`src/rtl/instr_loader_if.sv`:
```
// Byte-stream input, CPU instruction-write output and status bundle for instr_loader.
interface instr_loader_if;
    logic        byte_valid_i;
    logic [7:0]  byte_i;
    logic        byte_ready_o;
    logic        clr_err_i;
    logic        wr_instr_en_o;
    logic [31:0] wr_instr_o;
    logic        cpu_hold_o;
    logic        busy_o;
    logic        done_o;
    logic        err_o;
    logic [15:0] word_cnt_o;

    modport master (
        output byte_valid_i, byte_i, clr_err_i,
        input  byte_ready_o, wr_instr_en_o, wr_instr_o, cpu_hold_o,
               busy_o, done_o, err_o, word_cnt_o
    );

    modport slave (
        input  byte_valid_i, byte_i, clr_err_i,
        output byte_ready_o, wr_instr_en_o, wr_instr_o, cpu_hold_o,
               busy_o, done_o, err_o, word_cnt_o
    );
endinterface

```
`src/rtl/instr_loader.sv`:
```
// Frames a UART byte stream (SYNC, LEN, data words, CSUM) into 32-bit CPU
// instruction writes, holding the CPU in reset while a load is in progress.
module instr_loader #(
    parameter int unsigned MAX_WORDS      = 1024,
    parameter int unsigned TIMEOUT_CYCLES = 100000,
    parameter logic [7:0]  SYNC_BYTE      = 8'hA5
) (
    input  logic          clk_i,
    input  logic          rst_ni,
    instr_loader_if.slave lb
);

    localparam int unsigned TW    = $clog2(TIMEOUT_CYCLES + 1);
    localparam logic [15:0] MAX_W = 16'(MAX_WORDS);
    localparam logic [TW-1:0] TIMER_LAST = TW'(TIMEOUT_CYCLES - 1);

    typedef enum logic [2:0] {
        S_IDLE, S_LEN_LO, S_LEN_HI, S_DATA, S_CSUM, S_ERR
    } state_e;

    state_e        state_q, state_d;
    logic [15:0]   len_q, len_d;
    logic [7:0]    csum_q, csum_d;
    logic [1:0]    idx_q, idx_d;
    logic [31:0]   asm_q, asm_d;
    logic [TW-1:0] timer_q, timer_d;

    logic          ready_q, ready_d;
    logic          wr_en_q, wr_en_d;
    logic [31:0]   wr_instr_q, wr_instr_d;
    logic          hold_q, hold_d;
    logic          busy_q, busy_d;
    logic          done_q, done_d;
    logic          err_q, err_d;
    logic [15:0]   cnt_q, cnt_d;

    logic          accept;
    logic [15:0]   len_full;
    logic [15:0]   cnt_inc;

    // State and registered outputs
    always_ff @(posedge clk_i or negedge rst_ni) begin
        if (!rst_ni) begin
            state_q    <= S_IDLE;
            len_q      <= '0;
            csum_q     <= '0;
            idx_q      <= '0;
            asm_q      <= '0;
            timer_q    <= '0;
            ready_q    <= 1'b1;
            wr_en_q    <= 1'b0;
            wr_instr_q <= '0;
            hold_q     <= 1'b0;
            busy_q     <= 1'b0;
            done_q     <= 1'b0;
            err_q      <= 1'b0;
            cnt_q      <= '0;
        end else begin
            state_q    <= state_d;
            len_q      <= len_d;
            csum_q     <= csum_d;
            idx_q      <= idx_d;
            asm_q      <= asm_d;
            timer_q    <= timer_d;
            ready_q    <= ready_d;
            wr_en_q    <= wr_en_d;
            wr_instr_q <= wr_instr_d;
            hold_q     <= hold_d;
            busy_q     <= busy_d;
            done_q     <= done_d;
            err_q      <= err_d;
            cnt_q      <= cnt_d;
        end
    end

    assign accept   = lb.byte_valid_i & ready_q;
    assign len_full = {lb.byte_i, len_q[7:0]};
    assign cnt_inc  = cnt_q + 16'd1;

    // Next-state and next-output logic
    always_comb begin
        state_d    = state_q;
        len_d      = len_q;
        csum_d     = csum_q;
        idx_d      = idx_q;
        asm_d      = asm_q;
        timer_d    = timer_q;
        wr_en_d    = 1'b0;
        wr_instr_d = wr_instr_q;
        done_d     = 1'b0;
        cnt_d      = cnt_q;

        unique case (state_q)
            S_IDLE: begin
                timer_d = '0;
                if (accept && (lb.byte_i == SYNC_BYTE)) begin
                    state_d = S_LEN_LO;
                    cnt_d   = '0;
                    csum_d  = '0;
                    idx_d   = '0;
                end
            end
            S_LEN_LO: begin
                if (accept) begin
                    len_d[7:0] = lb.byte_i;
                    csum_d     = csum_q ^ lb.byte_i;
                    state_d    = S_LEN_HI;
                end
            end
            S_LEN_HI: begin
                if (accept) begin
                    len_d   = len_full;
                    csum_d  = csum_q ^ lb.byte_i;
                    state_d = ((len_full == 16'd0) || (len_full > MAX_W)) ? S_ERR : S_DATA;
                end
            end
            S_DATA: begin
                if (accept) begin
                    csum_d = csum_q ^ lb.byte_i;
                    asm_d  = {lb.byte_i, asm_q[31:8]};
                    idx_d  = idx_q + 2'd1;
                    if (idx_q == 2'd3) begin
                        wr_instr_d = {lb.byte_i, asm_q[31:8]};
                        wr_en_d    = 1'b1;
                        cnt_d      = cnt_inc;
                        if (cnt_inc == len_q) begin
                            state_d = S_CSUM;
                        end
                    end
                end
            end
            S_CSUM: begin
                if (accept) begin
                    if (lb.byte_i == csum_q) begin
                        state_d = S_IDLE;
                        done_d  = 1'b1;
                    end else begin
                        state_d = S_ERR;
                    end
                end
            end
            S_ERR: begin
                timer_d = '0;
                if (lb.clr_err_i) begin
                    state_d = S_IDLE;
                end
            end
            default: state_d = S_IDLE;
        endcase

        // Inter-byte timeout inside a frame; partial word is dropped with the frame
        if ((state_q != S_IDLE) && (state_q != S_ERR)) begin
            if (accept) begin
                timer_d = '0;
            end else if (timer_q == TIMER_LAST) begin
                state_d = S_ERR;
                timer_d = '0;
            end else begin
                timer_d = timer_q + TW'(1);
            end
        end

        ready_d = (state_d != S_ERR);
        hold_d  = (state_d != S_IDLE);
        busy_d  = (state_d != S_IDLE) && (state_d != S_ERR);
        err_d   = (state_d == S_ERR);
    end

    assign lb.byte_ready_o  = ready_q;
    assign lb.wr_instr_en_o = wr_en_q;
    assign lb.wr_instr_o    = wr_instr_q;
    assign lb.cpu_hold_o    = hold_q;
    assign lb.busy_o        = busy_q;
    assign lb.done_o        = done_q;
    assign lb.err_o         = err_q;
    assign lb.word_cnt_o    = cnt_q;

endmodule
```
`src/flat_wrapper.sv`:
```
// flat-port wrapper written by rule: the top's interface ports become plain ports
module instr_loader_flat 
#(
    parameter int unsigned MAX_WORDS      = 1024,
    parameter int unsigned TIMEOUT_CYCLES = 100000,
    parameter logic [7:0]  SYNC_BYTE      = 8'hA5
)
  (clk_i, rst_ni, lb_byte_valid_i, lb_byte_i, lb_clr_err_i, lb_byte_ready_o, lb_wr_instr_en_o, lb_wr_instr_o, lb_cpu_hold_o, lb_busy_o, lb_done_o, lb_err_o, lb_word_cnt_o);
  instr_loader_if lb_i ();
  input  logic clk_i;
  input  logic rst_ni;
  input wire logic [$bits(lb_i.byte_valid_i)-1:0] lb_byte_valid_i;
  input wire logic [$bits(lb_i.byte_i)-1:0] lb_byte_i;
  input wire logic [$bits(lb_i.clr_err_i)-1:0] lb_clr_err_i;
  output wire logic [$bits(lb_i.byte_ready_o)-1:0] lb_byte_ready_o;
  output wire logic [$bits(lb_i.wr_instr_en_o)-1:0] lb_wr_instr_en_o;
  output wire logic [$bits(lb_i.wr_instr_o)-1:0] lb_wr_instr_o;
  output wire logic [$bits(lb_i.cpu_hold_o)-1:0] lb_cpu_hold_o;
  output wire logic [$bits(lb_i.busy_o)-1:0] lb_busy_o;
  output wire logic [$bits(lb_i.done_o)-1:0] lb_done_o;
  output wire logic [$bits(lb_i.err_o)-1:0] lb_err_o;
  output wire logic [$bits(lb_i.word_cnt_o)-1:0] lb_word_cnt_o;
  assign lb_i.byte_valid_i = lb_byte_valid_i;
  assign lb_i.byte_i = lb_byte_i;
  assign lb_i.clr_err_i = lb_clr_err_i;
  assign lb_byte_ready_o = lb_i.byte_ready_o;
  assign lb_wr_instr_en_o = lb_i.wr_instr_en_o;
  assign lb_wr_instr_o = lb_i.wr_instr_o;
  assign lb_cpu_hold_o = lb_i.cpu_hold_o;
  assign lb_busy_o = lb_i.busy_o;
  assign lb_done_o = lb_i.done_o;
  assign lb_err_o = lb_i.err_o;
  assign lb_word_cnt_o = lb_i.word_cnt_o;
  instr_loader #(.MAX_WORDS(MAX_WORDS), .TIMEOUT_CYCLES(TIMEOUT_CYCLES), .SYNC_BYTE(SYNC_BYTE)) u_core (.clk_i(clk_i), .rst_ni(rst_ni), .lb(lb_i));
endmodule
```
`config.mk`:
```
export PLATFORM = sky130hd
export DESIGN_NAME = instr_loader_flat
export DESIGN_NICKNAME = d
export VERILOG_FILES = /design/src/rtl/instr_loader_if.sv /design/src/rtl/instr_loader.sv /design/src/flat_wrapper.sv
export SDC_FILE = /design/constraint.sdc
export NUM_CORES = 1
export LEC_CHECK = 0
export CORE_MARGIN = 2
export CORE_UTILIZATION = 53
export DETAILED_ROUTE_END_ITERATION = 7
export PLACE_DENSITY = 0.76
export SETUP_SLACK_MARGIN = 0.1
export SLEW_MARGIN = 20
export SYNTH_ARGS = -nofsm -noshare
export SYNTH_HDL_FRONTEND = slang
export SYNTH_SLANG_ARGS = --single-unit
```
`constraint.sdc`:
```
create_clock -name clk_i -period 2.9 [get_ports clk_i]
set_input_delay 0.435 -clock clk_i [delete_from_list [all_inputs] [get_ports clk_i]]
set_output_delay 0.435 -clock clk_i [all_outputs]
set_load 0.005 [all_outputs]
```
== Yosys cells after proc, flatten, opt, wreduce, memory -nomap -nowiden ==
Index checks and enable logic that the tools add are counted.
W data, S select, Z words.
Operators by class
  add/sub/neg operators: 3
  order comparisons: 1
  eq/ne operators: 17
  mux-type cells: 36
  bitwise logic cells: 3
  reduce and logical (&&, ||, !) cells: 20
Operators by type and width (count)
  $mux W17: 4
  $mux W16: 3
  $mux W3: 13
  $pmux W16 S2: 1
  $pmux W8 S2: 2
  $mux W8: 3
  $pmux W3 S6: 1
  $add A17 B1 Y17 const B: 1
  $eq A17 B17 Y1 const B: 1
  $add A16 B1 Y16 const B: 1
  $eq A16 B16 Y1: 1
  $gt A16 B11 Y1 const B: 1
  $logic_not A16 Y1: 1
  $reduce_and A3 Y1: 4
  $eq A3 B3 Y1 const B: 3
  $eq A8 B8 Y1: 1
  $eq A8 B8 Y1 const B: 1
  $ne A2 B1 Y1 const B: 4
  $xor A8 B8 Y8: 1
  $eq A3 B2 Y1 const B: 2
  $mux W1: 6
  $ne A3 B3 Y1 const B: 2
  $reduce_bool A2 Y1: 3
  $reduce_bool A3 Y1: 2
  other kinds (14): 18
Word-level totals
  register bits after elaboration: 132
  output and inout bits: 54
  logic and storage cells: 95

== Depth between registers and ports, before layout ==
  depth in word-level cells: 11
  gate-level depth with buffers: 10
  gate-level depth less buffers: 9

== Worst setup path before layout ==
Ideal clock, no wire load.
  path kind: reg2reg
  start: register u_core.cnt_q[0], in the netlist u_core.lb.word_cnt_o[0]
  end: register u_core.hold_q, in the netlist u_core.lb.cpu_hold_o
  library setup time: 121 ps
  arrival time: 2322 ps
  data required time: 2779 ps
  slack: 457 ps
  stages on the path, launching flop included: 9
  buffers on the path: 0
  period minus slack after synthesis: 2443 ps
  path through: dfrtp_1 -> ha_1 -> nand3_1 -> or4_1 -> a22o_1 -> and4bb_1 -> a21oi_1 -> nand4b_4 -> nand2b_1
Between the ends
  longest elaborated chain between the ends: 10
RTL lines
  start: declaration: line instr_loader.sv:35  | logic [15:0] cnt_q, cnt_d;
  start signal: assignment: line instr_loader.sv:72  | cnt_q <= cnt_d;
  $add A16 B1 Y16 (*): line instr_loader.sv:78  | assign cnt_inc = cnt_q + 16'd1;
  $eq A16 B16 Y1 (*): line instr_loader.sv:126  | if (cnt_inc == len_q) begin
  $mux W3 (*): line instr_loader.sv:126
  $mux W3 (*): line instr_loader.sv:122  | if (idx_q == 2'd3) begin
  $mux W3 (*): line instr_loader.sv:118  | if (accept) begin
  $pmux W3 S6 (*): line instr_loader.sv:93  | unique case (state_q)
  $mux W3: line instr_loader.sv:155  | end else if (timer_q == TIMER_LAST) begin
  $mux W3: line instr_loader.sv:153  | if (accept) begin
  $mux W3 (*): line instr_loader.sv:152  | if ((state_q != S_IDLE) && (state_q != S_ERR)) begin
  net u_core.state_d[0]: line instr_loader.sv:21  | state_e state_q, state_d;
  $reduce_bool A3 Y1 (*): line instr_loader.sv:164  | hold_d = (state_d != S_IDLE);
  net u_core.hold_d: line instr_loader.sv:31  | logic hold_q, hold_d;
  end signal: assignment: line instr_loader.sv:68  | hold_q <= hold_d;
  end: declaration: line instr_loader.sv:31
The timed path passes the listed nets; every way through them passes the cells marked *.
A chain may end at the register's enable or synchronous reset.

== Worst setup path in the final report ==
  start: register u_core.cnt_q[9], in the netlist u_core.lb.word_cnt_o[9]
  end: register u_core.hold_q, in the netlist u_core.lb.cpu_hold_o
The elaborated chain is that of the path after synthesis.

==> metrics <==
outcome=finished, final reports clean; CTS tree=done; Logic pwr share=19.5%; mux share of post-synthesis cell area=9.45%; final setup vio count=0; # diodes=0; routability congestion estimate=0.928; worst r2r path cells=8; First-pass DRT Iterations=5; DRT antenna net count=0; clk_skew=10.9 ps; Final Hold Violating Endpoints=0; number of synthesis warnings=0; Data required, critical path=3310 ps; clock network power share=40.1%; initial antenna violation count=0; Synth Area in Compound Gates=8.44%; post-synthesis simple-gate area fraction=19.9%; Port Buf Inserts=65; num ports=66; area share of xor/xnor cells in the synthesized design=6.48%; gr ovfl total=0; static leakage=3.34 nW; Layout Area Growth over Synthesis=26.1%; TritonCTS buffer count=17; worst hold-check path type=register to register; Synth async-reset ratio=100%; Slew Limit Fails=0; fin crit share=91.6%; vias per inst=5.75; Cell Pwr Density=796 mW/mm2; startpoint types=register; most common cell after layout, fill and taps aside=dfrtp_1; CP max FO=9; clk sinks=124; r2r endpoint=u_core.lb.cpu_hold_o$_DFF_PN0_; Worst-path clk slew=60 ps; Int Power=4.25 mW; max frequency=0.376 GHz; initial core utilization=54.6%; Slew HR=36.3%; die area=0.0121 mm2; Mean Syn Cell Area=10.1 um2; Gate Count Post-Synth=589; total vias in the final route=4701; FF-to-FF setup slack=240 ps; share of layout cells above drive strength 1=17.8%; pin count of the biggest net entering global routing=50; DIE HEIGHT=110 um; Critical Path Start=u_core.lb.word_cnt_o[9]$_DFFE_PN0P_; post-synth top area share=51.8%; min Tclk post-route=2660 ps; Post-synth EDFFs=0; Pwr Total=5.96 mW; clock latency on the worst-skew pair=530 ps; max cap viols=0; synthesized area=0.00594 mm2; Synth area leaders=dfrtp_1 (52%), mux2_2 (9.3%), nand2_1 (7.6%); Post-Synth Adder-Cell Area=0.632%; H-tree Lvls=4; DRC viols=0; Post-CTS Repair Setup Buffers=0; row count=38; arrival time at the worst endpoint=3070 ps; Syn Nets=604; Total Routing Usage GR=26.7%; synth unique cells=53; IR Drop Worst-Case VDD=0.000649 V; switching power of the nets=1.72 mW; CTS root buf=clkbuf_8; largest family of logic cells by synthesized area=simple AND/OR/NAND/NOR gates; CTS Buffer Depth=2; first-pass GRT wire length=24200 um; Reg2Reg Launch Point=u_core.lb.word_cnt_o[9]$_DFFE_PN0P_; Sw Ratio=28.8%; final setup TNS=0 ps; total core area=0.0109 mm2; Tightest Pin Transition=955 ps; end of the critical path=u_core.lb.cpu_hold_o$_DFF_PN0_; Synth area leader=dfrtp_1; HP Start=u_core.asm_q[14]$_DFFE_PN0P_; Reg power frac=40.4%; element type at the critical path end=register; RSZ-0062 raised after global routing=no; most frequent cells in the layout=dfrtp_1 (122), nand2_1 (120), clkdlybuf4s50_1 (64), mux2_2 (49), o21ai_0 (45); Final HPWL DP=9750 um; average wire per standard cell=17.8 um; CP Class=register to register; Initial DRC Count=428; top_reg_cell synth=dfrtp_1; Post-Route WL=14600 um; die width=110 um; vias in the first global route=4748; nets@finish=680; sequential area share after synthesis=52.2%; #FFs+latches synth=124
cell type report:
type / instances / area, um2
clock inverter: 13 / 235
multi-input combinational: 424 / 2670
fill: 784 / 3390
timing repair buffer: 89 / 843
sequential: 124 / 3110
tap: 140 / 175
clock buffer: 19 / 432
inverter: 9 / 33.8
sequential cells by signal, indices dropped and copies added (netlist names), 2 cells and up:
register / flops
u_core.asm_q: 24
u_core.csum_q: 8
u_core.idx_q: 2
u_core.lb.word_cnt_o: 16
u_core.lb.wr_instr_o: 32
u_core.len_q: 16
u_core.state_q: 3
u_core.timer_q: 17
synth_stat cells, types with 8 or more instances:
master,instances
buf_2,11
nand2_1,120
xnor2_1,26
inv_1,9
xor2_1,18
nand3_1,15
nand4_1,8
mux2_2,49
nor2_1,33
a21oi_1,13
clkbuf_1,21
dfrtp_1,123
o21ai_0,45
cell families after synthesis:
group / Yosys count
adder cells (fa/ha/maj): 3
buffers and inverters: 41
AO/OA/AOI/OAI: 84
multiplexers: 50
flip-flops: 124
AND/OR/NAND/NOR: 243
XOR/XNOR: 44
metal layers:
layer,track usage (%),up-vias,share of wire (%)
met5,0,-,0
met4,9.76,0,1.5
met3,7.47,23,6.7
met2,41.0,175,48
met1,36.1,2313,44
li1,-,2190,-
worst max-delay path: stages, from the launching register on:
cell	delay, ps
dfrtp_1	560
nand4_1	250
or4_4	490
xnor2_1	170
nor4_1	190
and4bb_1	360
a21oi_1	120
nand4b_4	220
nand2b_1	180
worst min-delay path by stage:
stage / endpoint / slack, ps / cells after the start
6_report: u_core.lb.wr_instr_o[6]$_DFFE_PN0P_ / 470 / 2
4_1_cts: u_core.lb.wr_instr_o[3]$_DFFE_PN0P_ / 470 / 2
3_5_place_dp: u_core.lb.wr_instr_o[3]$_DFFE_PN0P_ / 460 / 2
2_1_floorplan: u_core.asm_q[10]$_DFFE_PN0P_ / 140 / 0
3_3_place_gp: u_core.lb.wr_instr_o[6]$_DFFE_PN0P_ / 450 / 2
5_1_grt: u_core.lb.wr_instr_o[6]$_DFFE_PN0P_ / 490 / 2
power groups by stage:
stage                     combinational [mW]  clock [mW]  sequential [mW]
after floorplan                        0.877           0             2.29
after global placement                  1.10           0             2.41
after detailed placement                1.15           0             2.42
after CTS                               1.16        2.42             2.40
after global routing                    1.27        2.51             2.45
final                                   1.16        2.39             2.41
stage by stage:
stage,utilization (%),setup slack (ps),hold slack (ps),area (um2),instances
2_1_floorplan,-,457,139,5940,589
6_report,68.8,243,472,7500,818
4_1_cts,68.8,243,474,7490,818
3_3_place_gp,62.6,132,452,6820,785
3_5_place_dp,62.6,97.8,458,6820,785
5_1_grt,68.8,147,485,7500,818
repair_timing:
action,in CTS,in global routing
hold endpoints to repair,45,0
endpoints found under the setup margin,0,3
hold buffers,1,0
resized for setup,0,1
(Power assumes the default switching activity.)
